==> src/rtl/serial_subtractor_if.sv <==
// -----------------------------------------------------------------------------
// serial_subtractor_if
//   Request/result bundle for the bit-serial subtractor.
//   master : drives start/a/b, observes busy/done/diff/borrow
//   slave  : the subtractor itself
//   Signals:
//     start  request, accepted only while busy is low
//     a, b   minuend / subtrahend, sampled on the accepted start cycle
//     busy   operation in flight (RUN and DONE cycles)
//     done   one-cycle pulse, diff/borrow valid and held afterwards
//     diff   a - b modulo 2^WIDTH
//     borrow 1 iff a < b (unsigned)
//   Optional (SERIAL_SUB_FLAGS_EN defined): zero, ovf result flags.
// -----------------------------------------------------------------------------
interface serial_subtractor_if #(
    parameter int WIDTH = 8
);
    logic             start;
    logic [WIDTH-1:0] a;
    logic [WIDTH-1:0] b;
    logic             busy;
    logic             done;
    logic [WIDTH-1:0] diff;
    logic             borrow;
`ifdef SERIAL_SUB_FLAGS_EN
    logic             zero;
    logic             ovf;

    modport master (
        output start, a, b,
        input  busy, done, diff, borrow, zero, ovf
    );

    modport slave (
        input  start, a, b,
        output busy, done, diff, borrow, zero, ovf
    );
`else
    modport master (
        output start, a, b,
        input  busy, done, diff, borrow
    );

    modport slave (
        input  start, a, b,
        output busy, done, diff, borrow
    );
`endif
endinterface

==> src/rtl/serial_subtractor.sv <==
// -----------------------------------------------------------------------------
// serial_subtractor
//   Bit-serial two's-complement subtractor. diff = a - b is formed LSB first,
//   one bit per clock, through a single full-adder cell evaluating a + ~b + 1
//   with a registered carry. One operation takes WIDTH+2 cycles including the
//   accept cycle and the DONE cycle.
//
//   Ports:
//     clk   rising-edge clock
//     rst   synchronous, active-high reset (aborts any operation in flight)
//     bus   serial_subtractor_if.slave : start, a, b in; busy, done, diff,
//           borrow out (plus zero, ovf when flags are enabled)
//
//   Parameter WIDTH must match the WIDTH of the connected interface (>= 2).
//
//   Build option: define SERIAL_SUB_FLAGS_EN to add the zero and ovf result
//   flags; they update on the DONE cycle together with diff.
// -----------------------------------------------------------------------------
module serial_subtractor #(
    parameter int WIDTH = 8
) (
    input  logic                 clk,
    input  logic                 rst,
    serial_subtractor_if.slave   bus
);

    localparam int CW = (WIDTH > 2) ? $clog2(WIDTH) : 1;

    typedef enum logic [1:0] {
        IDLE = 2'd0,
        RUN  = 2'd1,
        DONE = 2'd2
    } state_t;

    state_t           state;
    state_t           state_nxt;

    logic [WIDTH-1:0] a_sh;
    logic [WIDTH-1:0] b_sh;
    logic [WIDTH-1:0] res_sh;
    logic             carry;
    logic [CW-1:0]    cnt;

    logic [WIDTH-1:0] diff_q;
    logic             borrow_q;

    logic             s_bit;
    logic             c_nxt;
    logic             last_bit;
    logic [WIDTH-1:0] res_nxt;

    function automatic logic majority(input logic x, input logic y, input logic z);
        return (x & y) | (x & z) | (y & z);
    endfunction

    // Full-adder cell: the subtrahend is stored inverted and carry starts at 1,
    // so the ripple through time computes a + ~b + 1.
    assign s_bit    = a_sh[0] ^ b_sh[0] ^ carry;
    assign c_nxt    = majority(a_sh[0], b_sh[0], carry);
    assign last_bit = (cnt == CW'(WIDTH - 1));
    assign res_nxt  = {s_bit, res_sh[WIDTH-1:1]};

    // ---------------- control: state register ----------------
    always_ff @(posedge clk) begin
        if (rst) begin
            state <= IDLE;
        end else begin
            state <= state_nxt;
        end
    end

    // ---------------- control: next state ----------------
    always_comb begin
        state_nxt = state;
        case (state)
            IDLE:    if (bus.start) state_nxt = RUN;
            RUN:     if (last_bit)  state_nxt = DONE;
            DONE:    state_nxt = IDLE;
            default: state_nxt = IDLE;
        endcase
    end

    // ---------------- datapath: shift registers and result ----------------
    always_ff @(posedge clk) begin
        if (rst) begin
            a_sh     <= '0;
            b_sh     <= '0;
            res_sh   <= '0;
            carry    <= 1'b0;
            cnt      <= '0;
            diff_q   <= '0;
            borrow_q <= 1'b0;
        end else begin
            case (state)
                IDLE: begin
                    if (bus.start) begin
                        a_sh  <= bus.a;
                        b_sh  <= ~bus.b;
                        carry <= 1'b1;
                        cnt   <= '0;
                    end
                end
                RUN: begin
                    a_sh   <= {1'b0, a_sh[WIDTH-1:1]};
                    b_sh   <= {1'b0, b_sh[WIDTH-1:1]};
                    res_sh <= res_nxt;
                    carry  <= c_nxt;
                    cnt    <= cnt + 1'b1;
                    // Publish on the final bit so diff/borrow are valid in DONE
                    // and stay untouched through the next operation's RUN.
                    if (last_bit) begin
                        diff_q   <= res_nxt;
                        borrow_q <= ~c_nxt;
                    end
                end
                default: ;
            endcase
        end
    end

`ifdef SERIAL_SUB_FLAGS_EN
    // Operand sign bits are shifted out of a_sh/b_sh, so keep them for ovf.
    logic a_msb;
    logic b_msb;
    logic zero_q;
    logic ovf_q;

    always_ff @(posedge clk) begin
        if (rst) begin
            a_msb  <= 1'b0;
            b_msb  <= 1'b0;
            zero_q <= 1'b0;
            ovf_q  <= 1'b0;
        end else begin
            if (state == IDLE && bus.start) begin
                a_msb <= bus.a[WIDTH-1];
                b_msb <= bus.b[WIDTH-1];
            end
            if (state == RUN && last_bit) begin
                zero_q <= (res_nxt == '0);
                // s_bit is the result MSB on the final bit.
                ovf_q  <= (a_msb != b_msb) && (s_bit != a_msb);
            end
        end
    end

    assign bus.zero = zero_q;
    assign bus.ovf  = ovf_q;
`endif

    assign bus.busy   = (state != IDLE);
    assign bus.done   = (state == DONE);
    assign bus.diff   = diff_q;
    assign bus.borrow = borrow_q;

endmodule

==> src/flat_wrapper.sv <==
// flat-port wrapper written by rule: the top's interface ports become plain ports
module serial_subtractor_flat 
#(
    parameter int WIDTH = 8
)
  (clk, rst, bus_start, bus_a, bus_b, bus_busy, bus_done, bus_diff, bus_borrow);
  serial_subtractor_if #(.WIDTH(WIDTH)) bus_i ();
  input  logic clk;
  input  logic rst;
  input wire logic [$bits(bus_i.start)-1:0] bus_start;
  input wire logic [$bits(bus_i.a)-1:0] bus_a;
  input wire logic [$bits(bus_i.b)-1:0] bus_b;
  output wire logic [$bits(bus_i.busy)-1:0] bus_busy;
  output wire logic [$bits(bus_i.done)-1:0] bus_done;
  output wire logic [$bits(bus_i.diff)-1:0] bus_diff;
  output wire logic [$bits(bus_i.borrow)-1:0] bus_borrow;
  assign bus_i.start = bus_start;
  assign bus_i.a = bus_a;
  assign bus_i.b = bus_b;
  assign bus_busy = bus_i.busy;
  assign bus_done = bus_i.done;
  assign bus_diff = bus_i.diff;
  assign bus_borrow = bus_i.borrow;
  serial_subtractor #(.WIDTH(WIDTH)) u_core (.clk(clk), .rst(rst), .bus(bus_i));
endmodule
==> config.mk <==
export PLATFORM = sky130hd
export DESIGN_NAME = serial_subtractor_flat
export DESIGN_NICKNAME = d
export VERILOG_FILES = /design/src/rtl/serial_subtractor_if.sv /design/src/rtl/serial_subtractor.sv /design/src/flat_wrapper.sv
export SDC_FILE = /design/constraint.sdc
export NUM_CORES = 1
export LEC_CHECK = 0
export CAP_MARGIN = 30
export CORE_ASPECT_RATIO = 0.8
export CORE_MARGIN = 2
export CORE_UTILIZATION = 45
export DETAILED_ROUTE_END_ITERATION = 12
export PLACE_DENSITY = 0.84
export SETUP_SLACK_MARGIN = 0.3
export SLEW_MARGIN = 20
export SYNTH_ARGS = -nofsm -noshare
export SYNTH_HDL_FRONTEND = slang
export SYNTH_SLANG_ARGS = --single-unit
==> constraint.sdc <==
create_clock -name clk -period 1.53 [get_ports clk]
set_clock_uncertainty 0.2 [all_clocks]
set_input_delay 0.3825 -clock clk [delete_from_list [all_inputs] [get_ports clk]]
set_output_delay 0.3825 -clock clk [all_outputs]
set_load 0.01 [all_outputs]
==> reports/qor.yml <==
clk_pin_slew_worst_paths_ns: 0.07
postSynthAreaPerCell_um2: 9.08
num_vias: 1507
worstHoldPathCells: 2
pwr_density_cell_nw_per_um2: 864
r2r_start: "u_core.state[1]"
rsz0062_at_grt: "yes"
finalSetupTns_ns: -0.0363
grt_pass1_wl_um: 6440
cts_tree: "yes"
drtAntennaViolNets: 0
worst_pin_slew_ns: 0.329
cts_htree_levels: 2
dieArea_um2: 3940
cp.arrival_ns: 0.98
outcome: "finished with violations"
synth_area_leaders: "dfxtp_1 49%, o221ai_2 6.8%, a21oi_1 5.8%"
wl_per_cell_um: 16.1
r2r_setup_slack_ns: -0.01
final_cells: 270
drt_pre_antenna_iters: 4
finalWirelength_um: 4340
max_stage_delay_ns: 0.33
synth.top_cell.area_share_pct: 49.0
startpoint: "u_core.state[1]"
cp_slowest_cell: "dfxtp_2"
setup_ws_ns: -0.0298
cap_violations: 0
reg2reg_depth: 4
p_leak_uw: 0.000917
synth_edf_count: 0
drive_above_1_share_pct: 52.6
violations: "negative setup slack"
fp.dieH_um: 56.5
dp.final_hpwl_um: 2260
synth_warnings: 0
fin_crit_ns: 1.56
yosys_register_bits: 38
rows: 19
clock_tree.buffer_depth: 2
pre_cts_ws_ns: -0.421
slew_headroom_pct: 77.8
antenna_found_initial: 0
grt_start_max_net_pins: 20
slew_viol_final: 0
ir_drop_uv: 649
start_kind: "register"
top_layer: "met4"
cts_buffers: 5
finalNetCount: 249
place_congestion: 0.740
cp-end-kind: "output port"
final-setup-viol-count: 2
clk_latency_ns: 0.29
grt_pass1_vias: 1445
core_area_um2: 3380
crit_fanout: 3
multi_input_area_um2: 958
yosysMostFrequentCell: "dfxtp_1"
vias_per_cell: 5.58
route.met2.wl_um: 2180
finalHoldViolCount: 0
fmax_mhz: 641
syn_inst: 171
die-width_um: 69.7
cts_sinks: 38
cts-root-buf: "clkbuf_8"
overflow: 0
crit_type: "register to output port"
hold_path.class: "register to register"
synth_area_um2: 1550
area_growth_pct: 60.0
fillCellCount: 234
drt-initial-drc-count: 100
drc: 0
wl_met3_um: 175
async_flop_share_pct: 0
seq_area_um2: 781
drt-met1-wl_um: 1850
power_uw: 2150
mappedNetlistNets: 193
finalCritPeriodShare_pct: 102
required_ns: 0.95
critPathCapture: "bus_busy"
yosysUniqueCellTypes: 31
synth_common_cells: "38 x dfxtp_1, 24 x nor2_1, 20 x nand2_1, 18 x a21oi_1, 9 x o21ai_0"
timing.rr.end: "u_core.a_sh[0]"
yosysTopAreaCell: "dfxtp_1"
port_buffers: 29
grt_use_total_pct: 21.0
crit_chain: "or2_4 -> buf_6"
yosysSeqAreaShare_pct: 49.0
antenna_cells: 0
ios: 30
initial_core_util_pct: 46.0
placedCellCount: 244
synth_flop_cell: "dfxtp_1"
-- stage by stage --
| stage | hold WS (ns) | utilization [%] | cell area, um2 |
|---|---|---|---|
| 4_1_cts | 0.258 | 70.1 | 2370 |
| 6_report | 0.274 | 73.6 | 2480 |
| 2_1_floorplan | 0.237 | - | 1640 |
| 5_1_grt | 0.287 | 73.6 | 2480 |
| 3_5_place_dp | 0.248 | 59.0 | 1990 |
| 3_3_place_gp | 0.243 | 59.0 | 1990 |
-- power breakdown --
group	total, uW	switching [uW]	internal [uW]
Sequential	1070	34.6	1040
Combinational	362	174	188
Clock	713	350	364
Total	2150	558	1590
-- routing by layer --
layer | GRT usage [%] | vias up
met5 | 0 | -
met4 | 7.14 | 0
met3 | 6.10 | 13
met2 | 36.1 | 39
met1 | 25.2 | 739
li1 | - | 716
-- logic make-up after synthesis --
group / Yosys count / share of synthesized area [%]
simple gates: 62 / 18.4
compound gates: 48 / 22.6
flops: 38 / 49.0
buf+inv: 18 / 5.80
fa+ha+maj: 3 / 2.90
mux: 2 / 1.29
-- sequential cells by signal (all words and copies together) (netlist names) --
signal             flops
u_core.cnt             3
u_core.a_sh            8
u_core.carry           1
u_core.state           2
u_core.res_sh          7
u_core.b_sh            8
u_core.bus.borrow      1
u_core.bus.diff        8
-- layout by cell type (no fill, tap or decap), types with 2 or more instances in the layout --
cell / instances
inv_2: 3
nor2_1: 16
dfxtp_2: 13
o21ai_0: 8
a22oi_1: 2
buf_6: 19
nor2_2: 4
nor2_4: 4
nand3_1: 8
nand2_1: 12
nand2_2: 3
dfxtp_1: 24
o221ai_2: 7
nand2_4: 5
a21oi_1: 10
ha_4: 2
a221oi_2: 2
mux2i_1: 2
clkbuf_8: 6
a211oi_2: 7
buf_4: 18
a21oi_2: 8
buf_2: 2
clkdlybuf4s50_1: 17
-- timing repair --
item                                    CTS  global route
endpoints found under the setup margin   49            49
hold buffers                              0             0
pin swaps                                14            19
buffers inserted                          9             5
gates resized for setup                 111            21
gates cloned                              4             0
-- critical path, delay by kind of cell (launching register included) --
family,cells,cell delay (ns)
AND/OR/NAND/NOR,1,0.24
buffers and inverters,1,0.12
flip-flops,1,0.33
-- layout make-up --
type,instances,area share (%)
flip-flops and latches,38,31.4
clock buffers,7,3.47
well taps,42,2.11
repair buffers,60,23.4
inverters,5,0.856
clock inverters,1,0.201
multi-input cells,117,38.6
-- how the worst min path moves through the flow --
stage                    endpoint               start  slack [ns]
6_report       u_core.bus.diff[6]  u_core.bus.diff[6]        0.27
5_1_grt         u_core.bus.borrow   u_core.bus.borrow        0.29
4_1_cts          u_core.res_sh[1]    u_core.res_sh[1]        0.26
3_5_place_dp     u_core.res_sh[1]    u_core.res_sh[1]        0.25
3_3_place_gp     u_core.res_sh[1]    u_core.res_sh[1]        0.24
2_1_floorplan    u_core.res_sh[1]    u_core.res_sh[1]        0.24
Power figures use the tool's default switching activity.
